$ cat config.mk
export PLATFORM = sky130hd
export DESIGN_NAME = seven_seg_scanner
export DESIGN_NICKNAME = d
export VERILOG_FILES = /design/src/rtl/seven_seg_scanner.sv
export SDC_FILE = /design/constraint.sdc
export NUM_CORES = 1
export LEC_CHECK = 0
export CORE_MARGIN = 2
export CORE_UTILIZATION = 45
export CTS_CLUSTER_DIAMETER = 50
export DETAILED_ROUTE_END_ITERATION = 8
export HOLD_SLACK_MARGIN = 0.08
export MAX_ROUTING_LAYER = met4
export PLACE_DENSITY = 0.71
export SKIP_LAST_GASP = 1
export SLEW_MARGIN = 0
export SYNTH_ARGS = -nofsm -noshare
export SYNTH_HDL_FRONTEND = slang
export SYNTH_SLANG_ARGS = --single-unit
$ cat constraint.sdc
create_clock -name clk -period 3.76 [get_ports clk]
set_input_delay 1.128 -clock clk [delete_from_list [all_inputs] [get_ports clk]]
set_output_delay 1.128 -clock clk [all_outputs]
set_load 0.01 [all_outputs]
$ cat src/rtl/seven_seg_scanner.sv
// seven_seg_scanner: multiplexed 4-digit seven-segment driver with blanking gaps, shadowed frame-atomic updates and leading-zero suppression
module seven_seg_scanner #(
  parameter int DRIVE_CYCLES = 100000,
  parameter int GAP_CYCLES = 1000
) (
  input  logic        clk,
  input  logic        reset,
  input  logic [15:0] data,
  input  logic        load,
  input  logic [3:0]  dp_in,
  input  logic [3:0]  blank,
  input  logic        lz_en,
  output logic [6:0]  seg,
  output logic        dp,
  output logic [3:0]  an,
  output logic        pending,
  output logic        frame_tick
);
  localparam int MAXC = DRIVE_CYCLES > GAP_CYCLES ? DRIVE_CYCLES : GAP_CYCLES;
  localparam int W = $clog2(MAXC + 1);
  localparam logic [6:0] LUT [16] = '{
    7'b1000000, 7'b1111001, 7'b0100100, 7'b0110000,
    7'b0011001, 7'b0010010, 7'b0000010, 7'b1111000,
    7'b0000000, 7'b0010000, 7'b0001000, 7'b0000011,
    7'b1000110, 7'b0100001, 7'b0000110, 7'b0001110
  };
  typedef enum logic {GAP, DRIVE} state_t;
  state_t state, state_n;
  logic [1:0] idx, idx_n;
  logic [W-1:0] cnt, cnt_n;
  logic [15:0] disp, shadow;
  logic [3:0] disp_dp, shadow_dp;
  logic last, boundary, dark;
  logic [3:0] nib;
  // next scan position and the visibility of the digit currently selected
  always_comb begin
    last = (state == GAP) ? (cnt == W'(GAP_CYCLES - 1)) : (cnt == W'(DRIVE_CYCLES - 1));
    state_n = last ? ((state == GAP) ? DRIVE : GAP) : state;
    idx_n = (last && state == DRIVE) ? idx + 2'd1 : idx;
    cnt_n = last ? '0 : cnt + W'(1);
    boundary = last && state == DRIVE && idx == 2'd3;
    nib = disp[{idx, 2'b00} +: 4];
    dark = blank[idx] | (lz_en && idx != 2'd0 && (disp >> {idx, 2'b00}) == 16'd0);
  end
  // scan state register
  always_ff @(posedge clk) begin
    if (reset) begin
      state <= GAP;
      idx <= '0;
      cnt <= '0;
    end else begin
      state <= state_n;
      idx <= idx_n;
      cnt <= cnt_n;
    end
  end
  // shadow capture and frame-atomic hand-over to the display registers
  always_ff @(posedge clk) begin
    if (reset) begin
      disp <= '0;
      disp_dp <= '0;
      shadow <= '0;
      shadow_dp <= '0;
      pending <= 1'b0;
      frame_tick <= 1'b0;
    end else begin
      if (boundary && pending) begin
        disp <= shadow;
        disp_dp <= shadow_dp;
      end
      if (load) begin
        shadow <= data;
        shadow_dp <= dp_in;
      end
      pending <= load | (pending & ~boundary);
      frame_tick <= boundary;
    end
  end
  // registered active-low pin drive, dark during gaps and suppressed digits
  always_ff @(posedge clk) begin
    if (reset || state == GAP || dark) begin
      an <= 4'hF;
      seg <= 7'h7F;
      dp <= 1'b1;
    end else begin
      an <= ~(4'b0001 << idx);
      seg <= LUT[nib];
      dp <= ~disp_dp[idx];
    end
  end
endmodule

==> results of run 1 <==
## layout by cell type (no fill, tap or decap), types with 2 or more instances in the layout
| master | netlist | routed |
|---|---|---|
| xnor2_1 | 12 | 12 |
| buf_4 | 0 | 5 |
| nor3b_1 | 3 | 3 |
| nand2_1 | 20 | 20 |
| dfxtp_1 | 74 | 74 |
| nand3_1 | 7 | 7 |
| nor2_1 | 68 | 68 |
| nor3_1 | 9 | 9 |
| a21oi_1 | 5 | 5 |
| inv_6 | 0 | 3 |
| clkdlybuf4s50_1 | 0 | 41 |
| or3_1 | 3 | 3 |
| xor2_1 | 6 | 6 |
| o21ai_0 | 4 | 4 |
| a31oi_1 | 2 | 2 |
| o21a_1 | 2 | 2 |
| and3_1 | 2 | 2 |
| clkinv_2 | 0 | 2 |
| o221ai_1 | 2 | 2 |
| mux4_2 | 6 | 6 |
| nor4_1 | 7 | 7 |
| o211ai_1 | 4 | 4 |
| or4b_1 | 2 | 2 |
| ha_1 | 10 | 10 |
| clkbuf_8 | 0 | 9 |
| mux2_2 | 3 | 3 |
| inv_1 | 10 | 10 |
| nand4b_1 | 2 | 2 |
| mux2i_1 | 42 | 42 |
| nand4_1 | 3 | 3 |
## state kept, by name, summed over array words and instances, names as in the netlist
name and cells:
an 4, cnt 17, disp 16, disp_dp 4, dp 1, frame_tick 1
idx 2, pending 1, seg 7, shadow 16, shadow_dp 4, state 1
## Yosys cell counts, types with 3 or more instances
cell / n / area [µm²]
a21oi_1: 5 / 25.02
buf_1: 6 / 22.52
buf_2: 4 / 20.02
clkbuf_1: 6 / 22.52
dfxtp_1: 74 / 1481
ha_1: 10 / 125.1
inv_1: 10 / 37.54
mux2_2: 3 / 33.78
mux2i_1: 42 / 420.4
mux4_2: 6 / 135.1
nand2_1: 20 / 75.07
nand3_1: 7 / 35.03
nand4_1: 3 / 18.77
nor2_1: 68 / 255.2
nor3_1: 9 / 45.04
nor3b_1: 3 / 22.52
nor4_1: 7 / 43.79
o211ai_1: 4 / 30.03
o21ai_0: 4 / 20.02
or3_1: 3 / 18.77
xnor2_1: 12 / 105.1
xor2_1: 6 / 52.55
## worst max-delay path, cell delays in order, from the launching register on
cell,delay [ns]
dfxtp_1,0.69
mux4_2,0.47
inv_1,0.14
ha_1,0.26
nand4_1,0.10
a2111oi_0,0.41
nor4_1,0.09
buf_4,0.19
o211ai_1,0.08
## per-layer routing
layer  global-route usage, %  vias to the layer above
met5                       -                        -
met4                   9.366                        0
met3                   3.918                       11
met2                   23.95                       58
met1                   24.86                     1116
li1                        -                     1238
## area by class of cell
cell class,count,area [µm²],share of cell area (%)
Clock buffer,9,123.9,3.163
Clock inverter,7,75.07,1.917
Inverter,10,37.54,0.9585
Multi-Input combinational cell,233,1630,41.63
Sequential cell,74,1481,37.83
Tap cell,96,120.1,3.067
Timing Repair Buffer,46,447.9,11.44
## through the flow
| step | instances | util, % |
|---|---|---|
| after global routing | 475 | 57.01 |
| after detailed placement | 459 | 54.12 |
| final | 475 | 57.01 |
| after floorplan | 335 | - |
| after global placement | 459 | 54.12 |
| after CTS | 475 | 57.01 |
## power groups by stage
stage	Sequential, mW	Combinational (mW)	Clock [mW]
global placement	0.827	0.0737	0
global route	0.812	0.0827	0.674
finish	0.809	0.0746	0.626
CTS	0.809	0.0761	0.641
detailed placement	0.828	0.0757	0
floorplan	0.825	0.0401	0
## path summary, 6_finish.rpt
path / from / to / slack, ns
setup / recovery: idx[1] / seg[4] / 1.24
hold / removal: cnt[0] / cnt[0] / 0.45
setup reg to reg: idx[1] / seg[4] / 1.24
hold reg to reg: cnt[0] / cnt[0] / 0.45
## cell families after synthesis
logic type	after synthesis	share of synthesized area (%)
AOI/OAI and AO/OA	22	4.600
DFF	74	45.77
buffers and inverters	28	3.865
and+or+nand+nor	132	18.83
muxes	51	18.21
xor gates and xnor gates	18	4.870
adders and majority gates	10	3.865
==> flow_summary.ini, run 1 <==
[outcome]
status = finished, final reports clean

[drt]
firstDrtPassIters = 4
wl_met1_um = 3203
route.final.wire_length_um = 6249
vias_per_cell = 5.101
drtIter0Drc = 101
ant_nets = 0
avgRoutedWirePerCell_um = 13.16
met2WireLength_um = 2641
top_layer = met4
drc = 0
met3_length_um = 293
vias = 2423

[sta]
period_share_pct = 66.99
drv_slew = 0
fin_skew_ns = 0.008735
whs_ns = 0.4501
fin_ws_ns = 1.241
rsz0062_at_grt = no
setup_viol = 0
slew_headroom_pct = 61.83
final.setup.tns_ns = 0
max_slew.worst_pin.slew_ns = 0.5718
layout_min_cycle_time_ns = 2.519
hold_viol = 0
fmax_mhz = 397.0

[synthesis]
syn_area_per_cell_um2 = 9.662
synth_area_um2 = 3237
synth_nets = 373
ys_seq_area_share_pct = 45.77
synth-seq-cells = 74
synthCells = 335
synthDistinctLibCells = 38
synthFlopType = dfxtp_1
synth-edff-count = 0
yosysWarnings = 0
synth-async-reset-ratio_pct = 0

[power_and_ir_drop]
power.density_nw_per_um2 = 385.6
swShare_pct = 23.51
power.switching_mw = 0.3550
p_seq_share_pct = 53.6
clkPwrFrac_pct = 41.5
comb_power_share_pct = 4.9
max-vdd-ir-drop_uv = 272.7
p_int_mw = 1.155
p_leak_nw = 1.588
finalPower_mw = 1.510

[clock_network]
ctsHtreeMaxLevel = 3
clk_pin_slew_ns = 0.08
cts_sinks = 74
clk_latency_ns = 0.36
cts_buffers = 9
postCtsSetupBuffers = 0
ctsHoldBuffers = 0
cts_tree = done
cts_max_path_buffers = 2
ctsResizeCount = 0
cts_root_buf = clkbuf_8

[floorplanning]
die_w_um = 88.81
ioPinCount = 42
rows = 30
core_area_um2 = 6869
die_area_um2 = 7887
die_h_um = 88.81
initial_utilization_pct = 47.12

[worst_setup_path]
crit_path_end_kind = flip-flop
path_max_fanout = 15
rr_worst_depth = 8
start_kind = flip-flop
worstSetupPathType = reg2reg
critPathArrivalTime_ns = 2.80
worstPathRequired_ns = 4.04

[cells_and_area]
areaGrowthSynthToFinish_pct = 20.99
design_area_um2 = 3916
fill_cells = 638
diodes = 0
drive_above_1_share_pct = 8.443
finalNetCount = 412

[placed_design]
pre_cts_ws_ns = 1.067
place.gp.congestion = 0.8364
place_area_um2 = 3717
hpwl_um = 4436
port_buffers = 41

[grt]
grt_usage_pct = 17.85
grt_max_degree = 43
grt_pass1_wl_um = 10400
first_global_vias = 2136
overflow = 0
antenna_found_initial = 0

[worst_hold_path]
min_path_cells = 1
worstHoldPathType = reg2reg

[job]
maxCapViolations = 0
No activity file was read; power rests on OpenSTA's default activity.
==> inputs of run 2 (changes only) <==
==> constraint.sdc (replaced) <==
create_clock -name clk -period 2.45 [get_ports clk]
set_input_delay 0.735 -clock clk [delete_from_list [all_inputs] [get_ports clk]]
set_output_delay 0.735 -clock clk [all_outputs]
set_load 0.01 [all_outputs]
==> run 2 against run 1 <==
Combinational power up 58%. Critical path depth did not move. Die area unchanged. Clock skew grew 0.00085 ns. Sequential power grew 53%. Critical path type unchanged. Largest cell class unchanged. Largest power group unchanged. Wire length up 2.2%. Worst setup slack worse by 1.0 ns. Total power is 65% higher.
==> flow_summary.ini, run 2 (synthesized netlist as in run 1, its figures left out) <==
[sta]
max_slew.worst_pin.slew_ns = 0.4325
slew_headroom_pct = 71.10
setup_viol = 0
final.setup.tns_ns = 0
drv_slew = 0
period_share_pct = 91.13
layout_min_cycle_time_ns = 2.233
fmax_mhz = 447.9
fin_skew_ns = 0.009587
hold_viol = 0
rsz0062_at_grt = no

[worst_setup_path]
crit_cells = 8
start_kind = flip-flop
worstSetupPathType = reg2reg
path_delay_family = multiplexers
critPathArrivalTime_ns = 2.50
crit_path_end_kind = flip-flop
cp_num_buf_inv = 2
path_max_fanout = 12
path_cells = mux4_2, inv_1, ha_2, nand4_1, a2111oi_2, nor4_1, buf_4, o211ai_1
slowest_stage = mux4_2
max_stage_delay_ns = 0.58
worstPathRequired_ns = 2.71
rr_worst_depth = 8

[clock_network]
clk_latency_ns = 0.34
cts_max_path_buffers = 2
postCtsSetupBuffers = 0
cts_buffers = 9
cts_sinks = 74
cts_root_buf = clkbuf_8
ctsHtreeMaxLevel = 3
clk_pin_slew_ns = 0.07
ctsHoldBuffers = 0
cts_tree = done

[drt]
drc = 0
vias_per_cell = 5.077
ant_nets = 0
drtIter0Drc = 147
firstDrtPassIters = 4
vias = 2437
avgRoutedWirePerCell_um = 13.31
route.final.wire_length_um = 6388

[floorplanning]
die_h_um = 88.81
die_area_um2 = 7887
core_area_um2 = 6869
ioPinCount = 42
initial_utilization_pct = 47.12
die_w_um = 88.81
rows = 30

[worst_hold_path]
min_path_cells = 1
worstHoldPathType = reg2reg

[cells_and_area]
areaGrowthSynthToFinish_pct = 23.77
final_common_cell = dfxtp_1
top_regs = cnt: 17 flops, disp: 16 flops, shadow: 16 flops
design_area_um2 = 4006
fill_cells = 600
finalNetCount = 417
drive_above_1_share_pct = 10.42
largest_register_ffs = 17
top_register = cnt
diodes = 0
final_cell_mix = dfxtp_1, nor2_1, mux2i_1, clkdlybuf4s50_1, nand2_1

[job]
maxCapViolations = 0

[grt]
overflow = 0
grt_usage_pct = 18.35
grt_max_degree = 31
grt_pass1_wl_um = 10720
first_global_vias = 2279
antenna_found_initial = 0

[placed_design]
place_area_um2 = 3761
place.gp.congestion = 0.8904
port_buffers = 41
hpwl_um = 4628

[power_and_ir_drop]
p_leak_nw = 1.634
max-vdd-ir-drop_uv = 371.1
power.density_nw_per_um2 = 620.3

[outcome]
status = finished, final reports clean
run 2: changes by cell type in the layout (fill, tap and decap cells not counted):
cell,before,now
buf_4,5,10
inv_6,3,0
bufinv_16,1,3
a2111oi_0,1,0
a2111oi_2,0,1
clkinv_4,1,2
dfxtp_1,74,73
dfxtp_2,0,1
ha_1,10,9
ha_2,0,1
run 2: area by class of cell:
cell class	instances	area, µm²	share of cell area, %
sequential	74	1483	37.01
timing repair buffer	51	485.5	12.12
clock inverter	7	117.6	2.936
multi-input combinational	233	1639	40.91
tap	96	120.1	2.998
clock buffer	9	123.9	3.092
inverter	10	37.54	0.9369
run 2: worst reg2reg max path, stage by stage, from the launching register on:
cell	delay (ns)
dfxtp_2	0.38
mux4_2	0.58
inv_1	0.14
ha_2	0.23
nand4_1	0.11
a2111oi_2	0.34
nor4_1	0.10
buf_4	0.19
o211ai_1	0.09
run 2: path summary, 6_finish.rpt:
check / startpoint / to / slack (ns)
max: idx[0] / seg[1] / 0.22
min: cnt[0] / cnt[0] / 0.45
max reg2reg: idx[0] / seg[1] / 0.22
min reg2reg: cnt[0] / cnt[0] / 0.45
run 2: metrics by stage:
stage / worst slack [ns] / total power, mW / util, % / hold WS [ns] / instances
after floorplan: 0.007591 / 1.327 / - / 0.4175 / 335
after global placement: 0.1297 / 1.385 / 54.75 / 0.4268 / 464
after detailed placement: 0.08502 / 1.390 / 54.75 / 0.4367 / 464
after CTS: 0.1114 / 2.512 / 58.27 / 0.4497 / 480
after global routing: 0.04114 / 2.580 / 58.32 / 0.4675 / 480
final: 0.2174 / 2.485 / 58.32 / 0.4483 / 480
run 2: report_power, final:
part / switching, mW / internal [mW] / total [mW]
Sequential: 0.0151 / 1.23 / 1.24
Clock: 0.449 / 0.676 / 1.13
Combinational: 0.0484 / 0.0696 / 0.118
run 2: repair_timing:
item                                   CTS  global route
gates resized for setup                  0             2
endpoints found under the hold margin    0             0
setup endpoints to repair                0            12
run 2: per-layer routing:
layer	vias up	share of wire, %	routed length, µm	global-route usage [%]
met5	-	0	0	-
met4	0	1.8	112	7.438
met3	12	3.3	210	3.731
met2	47	43	2762	26.87
met1	1131	52	3303	24.80
li1	1247	-	-	-
